===== config.mk =====
export PLATFORM = sky130hd
export DESIGN_NAME = ssem_datapath_seq
export DESIGN_NICKNAME = d
export VERILOG_FILES = /design/src/rtl/ssem_pkg.sv /design/src/rtl/ssem_alu_n.sv /design/src/rtl/ssem_datapath_seq.sv
export SDC_FILE = /design/constraint.sdc
export NUM_CORES = 1
export LEC_CHECK = 0
export CORE_MARGIN = 1
export CORE_UTILIZATION = 45
export DETAILED_ROUTE_END_ITERATION = 10
export SLEW_MARGIN = 20
export SYNTH_ARGS = -nofsm -noshare
export SYNTH_HDL_FRONTEND = slang
export SYNTH_SLANG_ARGS = --single-unit

===== constraint.sdc =====
create_clock -name clk -period 7.8 [get_ports clk]
set_input_delay 2.34 -clock clk [delete_from_list [all_inputs] [get_ports clk]]
set_output_delay 2.34 -clock clk [all_outputs]
set_load 0.01 [all_outputs]

===== src/rtl/ssem_pkg.sv =====
// Shared types for the SSEM sequenced datapath: opcodes, sequencer states and bus owners.
package ssem_pkg;

  typedef enum logic [2:0] {
    NOP = 3'd0,
    LDI = 3'd1,
    MOV = 3'd2,
    ADD = 3'd3,
    SUB = 3'd4,
    NEG = 3'd5,
    TST = 3'd6,
    STO = 3'd7
  } op_e;

  typedef enum logic [1:0] {
    IDLE = 2'd0,
    OPER = 2'd1,
    EXEC = 2'd2
  } state_e;

  // One-hot so the bus is a plain AND-OR multiplexer
  typedef enum logic [2:0] {
    NONE = 3'b000,
    REG  = 3'b001,
    IMM  = 3'b010,
    ALU  = 3'b100
  } bus_owner_e;

  function automatic logic op_writes_dst(op_e op);
    return (op == LDI) || (op == MOV) || (op == ADD) || (op == SUB) || (op == NEG);
  endfunction

  function automatic logic op_updates_flags(op_e op);
    return (op == ADD) || (op == SUB) || (op == NEG) || (op == TST);
  endfunction

endpackage


===== src/rtl/ssem_alu_n.sv =====
// Combinational add/subtract/negate ALU with zero, negative and signed-overflow flags.
module ssem_alu_n
  import ssem_pkg::*;
#(
  parameter int unsigned WIDTH = 32
) (
  input  logic [WIDTH-1:0] a,
  input  logic [WIDTH-1:0] b,
  input  op_e              op,
  output logic [WIDTH-1:0] result,
  output logic             zero,
  output logic             neg,
  output logic             ovf
);

  localparam int unsigned MSB = WIDTH - 1;

  always_comb begin
    result = b;
    ovf    = 1'b0;
    case (op)
      ADD: begin
        result = a + b;
        ovf    = (a[MSB] == b[MSB]) && (result[MSB] != a[MSB]);
      end
      SUB: begin
        result = a - b;
        ovf    = (a[MSB] != b[MSB]) && (result[MSB] != a[MSB]);
      end
      NEG: begin
        result = '0 - b;
        // only the most negative value fails to negate
        ovf    = b[MSB] && result[MSB];
      end
      default: result = b;
    endcase
    zero = (result == '0);
    neg  = result[MSB];
  end

endmodule


===== src/rtl/ssem_datapath_seq.sv =====
// SSEM register/ALU datapath with a three-phase micro-sequencer driving one shared internal bus.
module ssem_datapath_seq
  import ssem_pkg::*;
#(
  parameter  int unsigned WIDTH    = 32,
  parameter  int unsigned NUM_REGS = 4,
  localparam int unsigned RW       = $clog2(NUM_REGS)
) (
  input  logic             clk,
  input  logic             reset,
  input  logic             op_valid,
  output logic             op_ready,
  input  logic [2:0]       op_code,
  input  logic [RW-1:0]    op_dst,
  input  logic [RW-1:0]    op_src,
  input  logic [WIDTH-1:0] data_in,
  output logic             done,
  output logic [WIDTH-1:0] result,
  output logic             data_out_valid,
  output logic             flag_zero,
  output logic             flag_neg,
  output logic             flag_ovf,
  output logic [WIDTH-1:0] bus_mon,
  input  logic [RW-1:0]    rd_sel,
  output logic [WIDTH-1:0] rd_data
);

  state_e           state_q, state_d;
  op_e              op_q, op_d;
  logic [RW-1:0]    dst_q, dst_d, src_q, src_d;
  logic [WIDTH-1:0] imm_q, imm_d, a_q, a_d, b_q, b_d;
  logic [WIDTH-1:0] regs_q [NUM_REGS];
  logic [WIDTH-1:0] regs_d [NUM_REGS];
  logic [WIDTH-1:0] result_q, result_d;
  logic             zero_q, zero_d, neg_q, neg_d, ovf_q, ovf_d;
  logic             done_q, done_d, dov_q, dov_d;

  bus_owner_e       owner_c;
  logic [WIDTH-1:0] bus_c, alu_res_c;
  logic             alu_zero_c, alu_neg_c, alu_ovf_c;

  ssem_alu_n #(.WIDTH(WIDTH)) u_alu (
    .a      (a_q),
    .b      (b_q),
    .op     (op_q),
    .result (alu_res_c),
    .zero   (alu_zero_c),
    .neg    (alu_neg_c),
    .ovf    (alu_ovf_c)
  );

  // Bus owner and AND-OR bus multiplexer
  always_comb begin
    owner_c = NONE;
    case (state_q)
      OPER:    if (op_q == LDI) owner_c = IMM; else if (op_q != NOP) owner_c = REG;
      EXEC:    if (op_q != NOP) owner_c = ALU;
      default: owner_c = NONE;
    endcase
    bus_c = ({WIDTH{owner_c == REG}} & regs_q[src_q])
          | ({WIDTH{owner_c == IMM}} & imm_q)
          | ({WIDTH{owner_c == ALU}} & alu_res_c);
  end

  // Sequencer next-state and datapath updates
  always_comb begin
    state_d  = state_q;
    op_d     = op_q;
    dst_d    = dst_q;
    src_d    = src_q;
    imm_d    = imm_q;
    a_d      = a_q;
    b_d      = b_q;
    regs_d   = regs_q;
    result_d = result_q;
    zero_d   = zero_q;
    neg_d    = neg_q;
    ovf_d    = ovf_q;
    done_d   = 1'b0;
    dov_d    = 1'b0;
    case (state_q)
      IDLE: begin
        if (op_valid) begin
          op_d    = op_e'(op_code);
          dst_d   = op_dst;
          src_d   = op_src;
          imm_d   = data_in;
          state_d = OPER;
        end
      end
      OPER: begin
        if (op_q != NOP) begin
          b_d = bus_c;
          a_d = regs_q[dst_q];
        end
        state_d = EXEC;
      end
      EXEC: begin
        if (op_writes_dst(op_q)) regs_d[dst_q] = bus_c;
        if (op_q != NOP) result_d = bus_c;
        if (op_updates_flags(op_q)) begin
          zero_d = alu_zero_c;
          neg_d  = alu_neg_c;
          ovf_d  = alu_ovf_c;
        end
        done_d  = 1'b1;
        dov_d   = (op_q == STO);
        state_d = IDLE;
      end
      default: state_d = IDLE;
    endcase
  end

  always_ff @(posedge clk) begin
    if (reset) begin
      state_q  <= IDLE;
      op_q     <= NOP;
      dst_q    <= '0;
      src_q    <= '0;
      imm_q    <= '0;
      a_q      <= '0;
      b_q      <= '0;
      regs_q   <= '{default: '0};
      result_q <= '0;
      zero_q   <= 1'b0;
      neg_q    <= 1'b0;
      ovf_q    <= 1'b0;
      done_q   <= 1'b0;
      dov_q    <= 1'b0;
    end else begin
      state_q  <= state_d;
      op_q     <= op_d;
      dst_q    <= dst_d;
      src_q    <= src_d;
      imm_q    <= imm_d;
      a_q      <= a_d;
      b_q      <= b_d;
      regs_q   <= regs_d;
      result_q <= result_d;
      zero_q   <= zero_d;
      neg_q    <= neg_d;
      ovf_q    <= ovf_d;
      done_q   <= done_d;
      dov_q    <= dov_d;
    end
  end

  assign op_ready       = (state_q == IDLE);
  assign done           = done_q;
  assign data_out_valid = dov_q;
  assign result         = result_q;
  assign flag_zero      = zero_q;
  assign flag_neg       = neg_q;
  assign flag_ovf       = ovf_q;
  assign bus_mon        = bus_c;
  assign rd_data        = regs_q[rd_sel];

endmodule


==> results of run 1 <==
==> power by group through the flow <==
stage          logic (W)  clock network, W  registers (W)
2_1_floorplan   0.000523                 0        0.00147
3_3_place_gp    0.000761                 0        0.00149
3_5_place_dp    0.000763                 0        0.00149
4_1_cts         0.000768           0.00153        0.00146
5_1_grt         0.000849           0.00159        0.00147
6_report        0.000788           0.00151        0.00146
==> sequential cells by signal, indices dropped and copies added, names as in the netlist, 2 cells and up <==
register  cells
regs_q      128
a_q          32
b_q          32
imm_q        32
result       32
op_q          3
dst_q         2
src_q         2
state_q       2
==> layout by cell type (no fill, tap or decap), drive strengths merged, types with 15 or more instances in the layout <==
master / instances
clkdlybuf4s50: 143
o31ai: 18
dfxtp: 270
clkbuf: 50
ha: 68
o211ai: 15
mux4: 96
or3: 18
a211oi: 159
buf: 67
nor2: 269
a21oi: 190
xnor2: 17
a222oi: 17
o21ai: 80
nor3: 38
nor2b: 18
mux2i: 22
a221oi: 25
nand3: 28
nor4: 18
nand2: 254
inv: 102
nand2b: 20
nand4: 19
==> final timing paths <==
path	from	to	slack (ps)	depth (start not counted)
worst max-delay path	b_q[18]$_SDFFE_PP0P_	bus_mon[23]	240	16
worst min-delay path	imm_q[25]$_SDFFE_PP0P_	imm_q[25]$_SDFFE_PP0P_	460	2
worst max register to register	b_q[1]$_SDFFE_PP0P_	flag_zero$_SDFFE_PP0P_	3040	12
worst min register to register	imm_q[25]$_SDFFE_PP0P_	imm_q[25]$_SDFFE_PP0P_	460	2
==> cell type report <==
cell class	count	area (sq um)	share of cell area [%]
Clock buffer	49	933	4.57
Clock inverter	9	123	0.600
Inverter	99	372	1.82
Multi-Input combinational cell	1567	11000	53.8
Sequential cell	270	5410	26.5
Tap cell	511	639	3.13
Timing Repair Buffer	211	1960	9.59
==> tightest hold or removal path, delay by kind of cell (launching register included) <==
family	cells	cell delay, ps
and+or+nand+nor	1	50
AOI/OAI and AO/OA	1	50
DFF	1	310
==> layer usage <==
layer  wire length [um]  track usage (%)  vias to the layer above
met5                  0                0                        -
met2              27900             49.1                      790
li1                   -                -                     7929
met3               6300             6.18                       84
met1              29800             49.5                     8309
met4               1320             7.26                        0
==> logic make-up (layout without fill, tap and decap cells) <==
family / Yosys count / in the layout / share of synthesized area [%]
AOI/OAI and AO/OA: 622 / 622 / 24.1
DFF: 270 / 270 / 31.2
muxes: 119 / 119 / 13.8
and+or+nand+nor: 738 / 738 / 19.0
buffers and inverters: 268 / 368 / 5.92
xor gates and xnor gates: 18 / 18 / 0.909
adders and majority gates: 70 / 70 / 5.14
==> stage by stage <==
step	worst slack, ps	hold WS [ps]	total power, W
6_report	243	456	0.00377
5_1_grt	20.3	466	0.00391
4_1_cts	125	456	0.00376
3_5_place_dp	810	448	0.00226
3_3_place_gp	846	442	0.00225
2_1_floorplan	1760	436	0.00199
==> timing repair <==
| item | 4_1_cts | 5_1_grt |
|---|---|---|
| setup endpoints to repair | 0 | 8 |
| resized for setup | 0 | 6 |
| buffers inserted | 0 | 1 |
==> reports/qor.tcl, run 1 <==
set qor(outcome) {completed}
set qor(final_cell_area_sq_mm) 0.0204
set qor(timing_hold_violations_final) 0
set qor(worst_setup_hold_path_clk_slew_ps) 60
set qor(cap_viol_max_count) 0
set qor(synth.cells.most_frequent) {sky130_fd_sc_hd__dfxtp_1, sky130_fd_sc_hd__nor2_1, sky130_fd_sc_hd__nand2_1}
set qor(die-width_um) 198
set qor(grt_util_all_layers_pct) 33.2
set qor(critPathTopFamily) {compound AO/OA/AOI/OAI gates}
set qor(final_net_count) 2294
set qor(critPathKind) {reg -> out}
set qor(critical_path_peak_fanout) 15
set qor(placed_instance_count) 2657
set qor(setup_repair_after_global_routing_missed_its_margin) {false}
set qor(comb_power_share_pct) 20.9
set qor(post_synth_instance_area_sq_mm) 0.0173
set qor(grt_max_degree) 123
set qor(cts-buffers-inserted) 31
set qor(fp.dieH_um) 198
set qor(initial_antenna_violation_count) 0
set qor(post-route-period-util_pct) 96.9
set qor(synth_flop_cell) {sky130_fd_sc_hd__dfxtp_1}
set qor(switching_share_pct) 31.4
set qor(synth_cells) 2105
set qor(antenna-diode-count) 0
set qor(p_clk_share_pct) 40.2
set qor(report.final.setup_viol) 0
set qor(cp_cell_sequence) {inv_1 -> ha_1 -> inv_1 -> a21oi_1 -> or4bb_1 -> a311oi_1 -> o31ai_1 -> buf_4 -> a21boi_0 -> o211ai_1 -> o31ai_1 -> nor2_1 -> a221oi_1 -> buf_4 -> inv_1 -> clkdlybuf4s50_1}
set qor(post_synth_num_cell_types) 75
set qor(io_pins) 146
set qor(drt-initial-drc-count) 1831
set qor(fin_tns_setup_ps) 0
set qor(final_period_minus_worst_setup_slack_ps) 7560
set qor(clock_sinks) 270
set qor(post_dp_cell_area_sq_mm) 0.0193
set qor(max_slew_margin_pct) 38.4
set qor(num_rows) 71
set qor(critPathCaptureType) {primary output}
set qor(detail_route.drc_violations) 0
set qor(routabilityCongestion) 1.00
set qor(p_leak_nw) 7.42
set qor(pwr-share-seq_pct) 38.9
set qor(grt_pass1_wl_um) 99100
set qor(area_growth_syn_to_layout_pct) 17.7
set qor(synth_enable_flop_cells) 0
set qor(hpwl_um) 46500
set qor(mean_instance_size_in_the_synthesized_netlist_sq_um) 8.24
set qor(crit_buf_inv) 6
set qor(critical-path-slowest-cell) {sky130_fd_sc_hd__ha_1}
set qor(fp.dieArea_sq_mm) 0.0393
set qor(final_slew_viol_count) 0
set qor(layout-drive-gt1-share_pct) 11.4
set qor(timing.critical_path.mode_cell) {sky130_fd_sc_hd__inv_1}
set qor(insertion_delay_ps) 620
set qor(fmax_ghz) 0.132
set qor(vdd_ir_drop_max_uv) 189
set qor(hold_path_class) {reg -> reg}
set qor(synth_seq_cells) 270
set qor(worst_ep_arrival_time_ps) 5220
set qor(synth_top_cells_by_area) {sky130_fd_sc_hd__dfxtp_1, sky130_fd_sc_hd__mux4_2, sky130_fd_sc_hd__a211oi_1, sky130_fd_sc_hd__nor2_1, sky130_fd_sc_hd__nand2_1}
set qor(required_time_at_the_endpoint_of_the_critical_path_ps) 5460
set qor(postRouteWirelength_um) 65300
set qor(async_reset_ff_share_pct) 0
set qor(switchingPower_w) 0.00118
set qor(root_buffer_master) {sky130_fd_sc_hd__clkbuf_16}
set qor(sequential_share_of_the_synthesized_area_pct) 31.2
set qor(grt_pass1_vias) 16000
set qor(worst_path_largest_cell_delay_ps) 620
set qor(setup.worst_path.start_class) {flop}
set qor(routedWlPerCell_um) 24.0
set qor(syn-num-nets) 2219
set qor(start_util_pct) 45.9
set qor(final_util_pct) 54.1
set qor(firstDrtPassIters) 7
set qor(fill_cells) 3572
set qor(hold_buffers) 0
set qor(overflow) 0
set qor(ant_nets) 0
set qor(core_region_area_sq_mm) 0.0378
set qor(routed-via-count) 17100
set qor(number_of_port_buffers) 145
set qor(clock_tree_from_tritoncts) {yes}
set qor(worst_margin_pin_slew_ps) 924
set qor(area_fraction_of_the_dominant_cell_type_after_synthesis_pct) 31.2
set qor(cts_buffer_depth) 3
set qor(cellPowerDensity_mw_per_mm2) 184
set qor(post_layout_nonfiller_instances) 2716
set qor(clock-skew-final_ps) 47.6
set qor(internal_power_w) 0.00258
set qor(count_of_yosys_warnings_during_synthesis) 0
set qor(avgViaCountPerCell) 6.30
set qor(yosys.cell_count.top_type) {sky130_fd_sc_hd__dfxtp_1}
set qor(synth_area_leader_cell) {sky130_fd_sc_hd__dfxtp_1}
set qor(clock_tree.htree_level_count) 1
Power figures use the tool's default switching activity.
==> run 2: changes to the inputs <==
SLEW_MARGIN = 0   (was 20)
==> results of run 2 <==
Final layout, timing and power as in run 1 (identical DEF).
==> run 3: changes to the inputs <==
MAX_ROUTING_LAYER = met4   (was not set)
SLEW_MARGIN = 10   (was 0)
==> run 3 against run 2 <==
Clock skew decreased by 27 ps. Sequential share of layout area grew 0.14 points. Critical path depth is 2 lower. Sequential power hardly changed. Largest cell class unchanged. Critical path type unchanged. Design area fell by 0.54%. Die area unchanged. Critical endpoint is now bus_mon[29]. Total power fell by 2.9%. Clock power fell by 7%. Hold slack got worse by 3.3 ps.
==> reports/qor.tcl, run 3 (synthesis results as in run 1) <==
set qor(critPathCaptureType) {primary output}
set qor(io_pins) 146 ;# unchanged
set qor(routedWlPerCell_um) 24.1 ;# +0.43%
set qor(vdd_ir_drop_max_uv) 173 ;# -8.1%
set qor(grt_max_degree) 206 ;# +67%
set qor(met1_resource_use_gr_pct) 51.9 ;# +2.4 points
set qor(area_growth_syn_to_layout_pct) 17.1
set qor(worst_ep_arrival_time_ps) 5170 ;# -50 ps
set qor(avgViaCountPerCell) 6.35 ;# +0.83%
set qor(required_time_at_the_endpoint_of_the_critical_path_ps) 5460 ;# about the same
set qor(overflow) 0 ;# unchanged
set qor(grt_pass1_wl_um) 99700 ;# +0.64%
set qor(worst_margin_pin_slew_ps) 1220 ;# +300 ps
set qor(routed-via-count) 17200 ;# +0.53%
set qor(post-route-period-util_pct) 96.2 ;# -0.66 points
set qor(rr_startpoint) {b_q[4]$_SDFFE_PP0P_}
set qor(worstSetupStartpoint) {b_q[4]$_SDFFE_PP0P_}
set qor(fin_tns_setup_ps) 0 ;# unchanged
set qor(final_net_count) 2293 ;# -0.044%
set qor(initial_antenna_violation_count) 0 ;# unchanged
set qor(report.final.setup_viol) 0 ;# unchanged
set qor(critical_path_peak_fanout) 9 ;# -6
set qor(final_period_minus_worst_setup_slack_ps) 7510 ;# -51.4 ps
set qor(post_layout_nonfiller_instances) 2708 ;# -0.29%
set qor(drt-initial-drc-count) 1975 ;# +7.9%
set qor(largest_register) {regs_q}
set qor(detail_route.drc_violations) 0 ;# unchanged
set qor(fmax_ghz) 0.133 ;# +0.69%
set qor(clock_sinks) 270 ;# unchanged
set qor(hold_slack_ps) 453 ;# -3.34 ps
set qor(hold_path.startpoint) {result[16]$_SDFFE_PP0P_}
set qor(hold_path_class) {reg -> reg}
set qor(clock_tree_from_tritoncts) {yes}
set qor(multi_input_area_sq_mm) 0.0110 ;# -0.11%
set qor(clock_tree.htree_level_count) 1 ;# unchanged
set qor(hpwl_um) 46900 ;# +0.67%
set qor(ant_nets) 0 ;# unchanged
set qor(outcome) {completed}
set qor(critPathKind) {reg -> out}
set qor(layout.cells.most_common_list) {sky130_fd_sc_hd__nor2_1, sky130_fd_sc_hd__dfxtp_1, sky130_fd_sc_hd__nand2_1}
set qor(postRouteWirelength_um) 65400 ;# +0.13%
set qor(insertion_delay_ps) 580 ;# -40 ps
set qor(grt_util_all_layers_pct) 34.6 ;# +1.4 points
set qor(largest_reg_flops) 128 ;# unchanged
set qor(core_region_area_sq_mm) 0.0378 ;# unchanged
set qor(seqCellArea_sq_mm) 0.00541 ;# unchanged
set qor(placed_instance_count) 2655 ;# -0.075%
set qor(setup.worst_path.start_class) {flop}
set qor(clock-skew-final_ps) 20.8 ;# -26.8 ps
set qor(timing_hold_violations_final) 0 ;# unchanged
set qor(max_slew_margin_pct) 18.4 ;# -20 points
set qor(final_critical_path_setup_slack_ps) 294 ;# +51.4 ps
set qor(number_of_port_buffers) 145 ;# unchanged
set qor(setup_repair_after_global_routing_missed_its_margin) {false}
set qor(fp.dieArea_sq_mm) 0.0393 ;# unchanged
set qor(detailedPlace.worstSlack_ps) 694 ;# -116 ps
set qor(grt.met3_usage_pct) 5.23 ;# -0.95 points
set qor(final_slew_viol_count) 0 ;# unchanged
set qor(hold_buffers) 0 ;# unchanged
set qor(gr_busiest_metal) {met1}
set qor(die-width_um) 198 ;# unchanged
set qor(cap_viol_max_count) 0 ;# unchanged
set qor(routabilityCongestion) 0.997 ;# -0.49%
set qor(cts-buffers-inserted) 31 ;# unchanged
set qor(fill_cells) 3629 ;# +1.6%
set qor(grt_pass1_vias) 15900 ;# -0.72%
set qor(cts_buffer_depth) 3 ;# unchanged
set qor(start_util_pct) 45.9 ;# unchanged
set qor(firstDrtPassIters) 7 ;# unchanged
set qor(fp.dieH_um) 198 ;# unchanged
set qor(num_rows) 71 ;# unchanged
set qor(final_util_pct) 53.8 ;# -0.29 points
set qor(worst_setup_hold_path_clk_slew_ps) 60 ;# about the same
set qor(p_leak_nw) 7.39 ;# -0.42%
set qor(layout-drive-gt1-share_pct) 11.3 ;# -0.14 points
set qor(root_buffer_master) {sky130_fd_sc_hd__clkbuf_16}
set qor(antenna-diode-count) 0 ;# unchanged
set qor(cellPowerDensity_mw_per_mm2) 180 ;# -2.4%
set qor(globalRouteMet2Util_pct) 48.4 ;# -0.77 points
run 3: cell types whose count changed in the layout (fill, tap and decap cells not counted), moves of 2 or more:
| cell | delta |
|---|---|
| sky130_fd_sc_hd__a211oi_1 | +2 |
| sky130_fd_sc_hd__a211oi_2 | -2 |
| sky130_fd_sc_hd__bufinv_16 | -2 |
| sky130_fd_sc_hd__clkbuf_1 | -7 |
| sky130_fd_sc_hd__clkinv_2 | +2 |
run 3: layout make-up:
| type | count | share of cell area (%) |
|---|---|---|
| Multi-Input combinational cell | 1567 | 54.0 |
| Sequential cell | 270 | 26.6 |
| Timing Repair Buffer | 210 | 9.60 |
| Clock buffer | 42 | 4.47 |
| Tap cell | 511 | 3.15 |
| Inverter | 99 | 1.83 |
| Clock inverter | 9 | 0.290 |
run 3: metrics by stage:
| step | power, W | cell area, sq um |
|---|---|---|
| after floorplan | 0.00199 | 17300 |
| after detailed placement | 0.00227 | 19300 |
| after CTS | 0.00365 | 20300 |
| final | 0.00365 | 20300 |
| after global placement | 0.00226 | 19300 |
| after global routing | 0.00379 | 20300 |
run 3: final timing paths:
check	slack (ps)	cells past startpoint	to
setup / recovery	290	14	bus_mon[29]
setup reg to reg	3320	14	regs_q[61]$_SDFFE_PP0P_
hold reg to reg	450	2	result[16]$_SDFFE_PP0P_
hold / removal	450	2	result[16]$_SDFFE_PP0P_
run 3: routing by layer:
layer,part of all wire [%],wire length (um)
met1,46,30400
met4,1.7,1140
met2,43,27900
met3,9.2,6000
met5,0,0
run 3: worst max-delay path, stage by stage (launching register included):
cell,delay (ps)
sky130_fd_sc_hd__dfxtp_1,430
sky130_fd_sc_hd__inv_1,130
sky130_fd_sc_hd__ha_1,450
sky130_fd_sc_hd__inv_1,120
sky130_fd_sc_hd__a221oi_1,450
sky130_fd_sc_hd__a211oi_1,210
sky130_fd_sc_hd__o41ai_2,590
sky130_fd_sc_hd__o31ai_1,150
sky130_fd_sc_hd__buf_4,200
sky130_fd_sc_hd__a311oi_1,260
sky130_fd_sc_hd__xnor2_1,90
sky130_fd_sc_hd__o21ai_0,610
sky130_fd_sc_hd__a222oi_1,230
sky130_fd_sc_hd__inv_1,100
sky130_fd_sc_hd__clkdlybuf4s50_1,530
run 3: where the power goes:
group / switching (W) / internal [W]
combinational: 0.000517 / 0.000279
sequential: 0.0000466 / 0.00141
clock: 0.000593 / 0.000804
run 3: timing repair:
action	in CTS	in global routing
endpoints found under the setup margin	0	9
resized for setup	0	4
buffers inserted	0	2
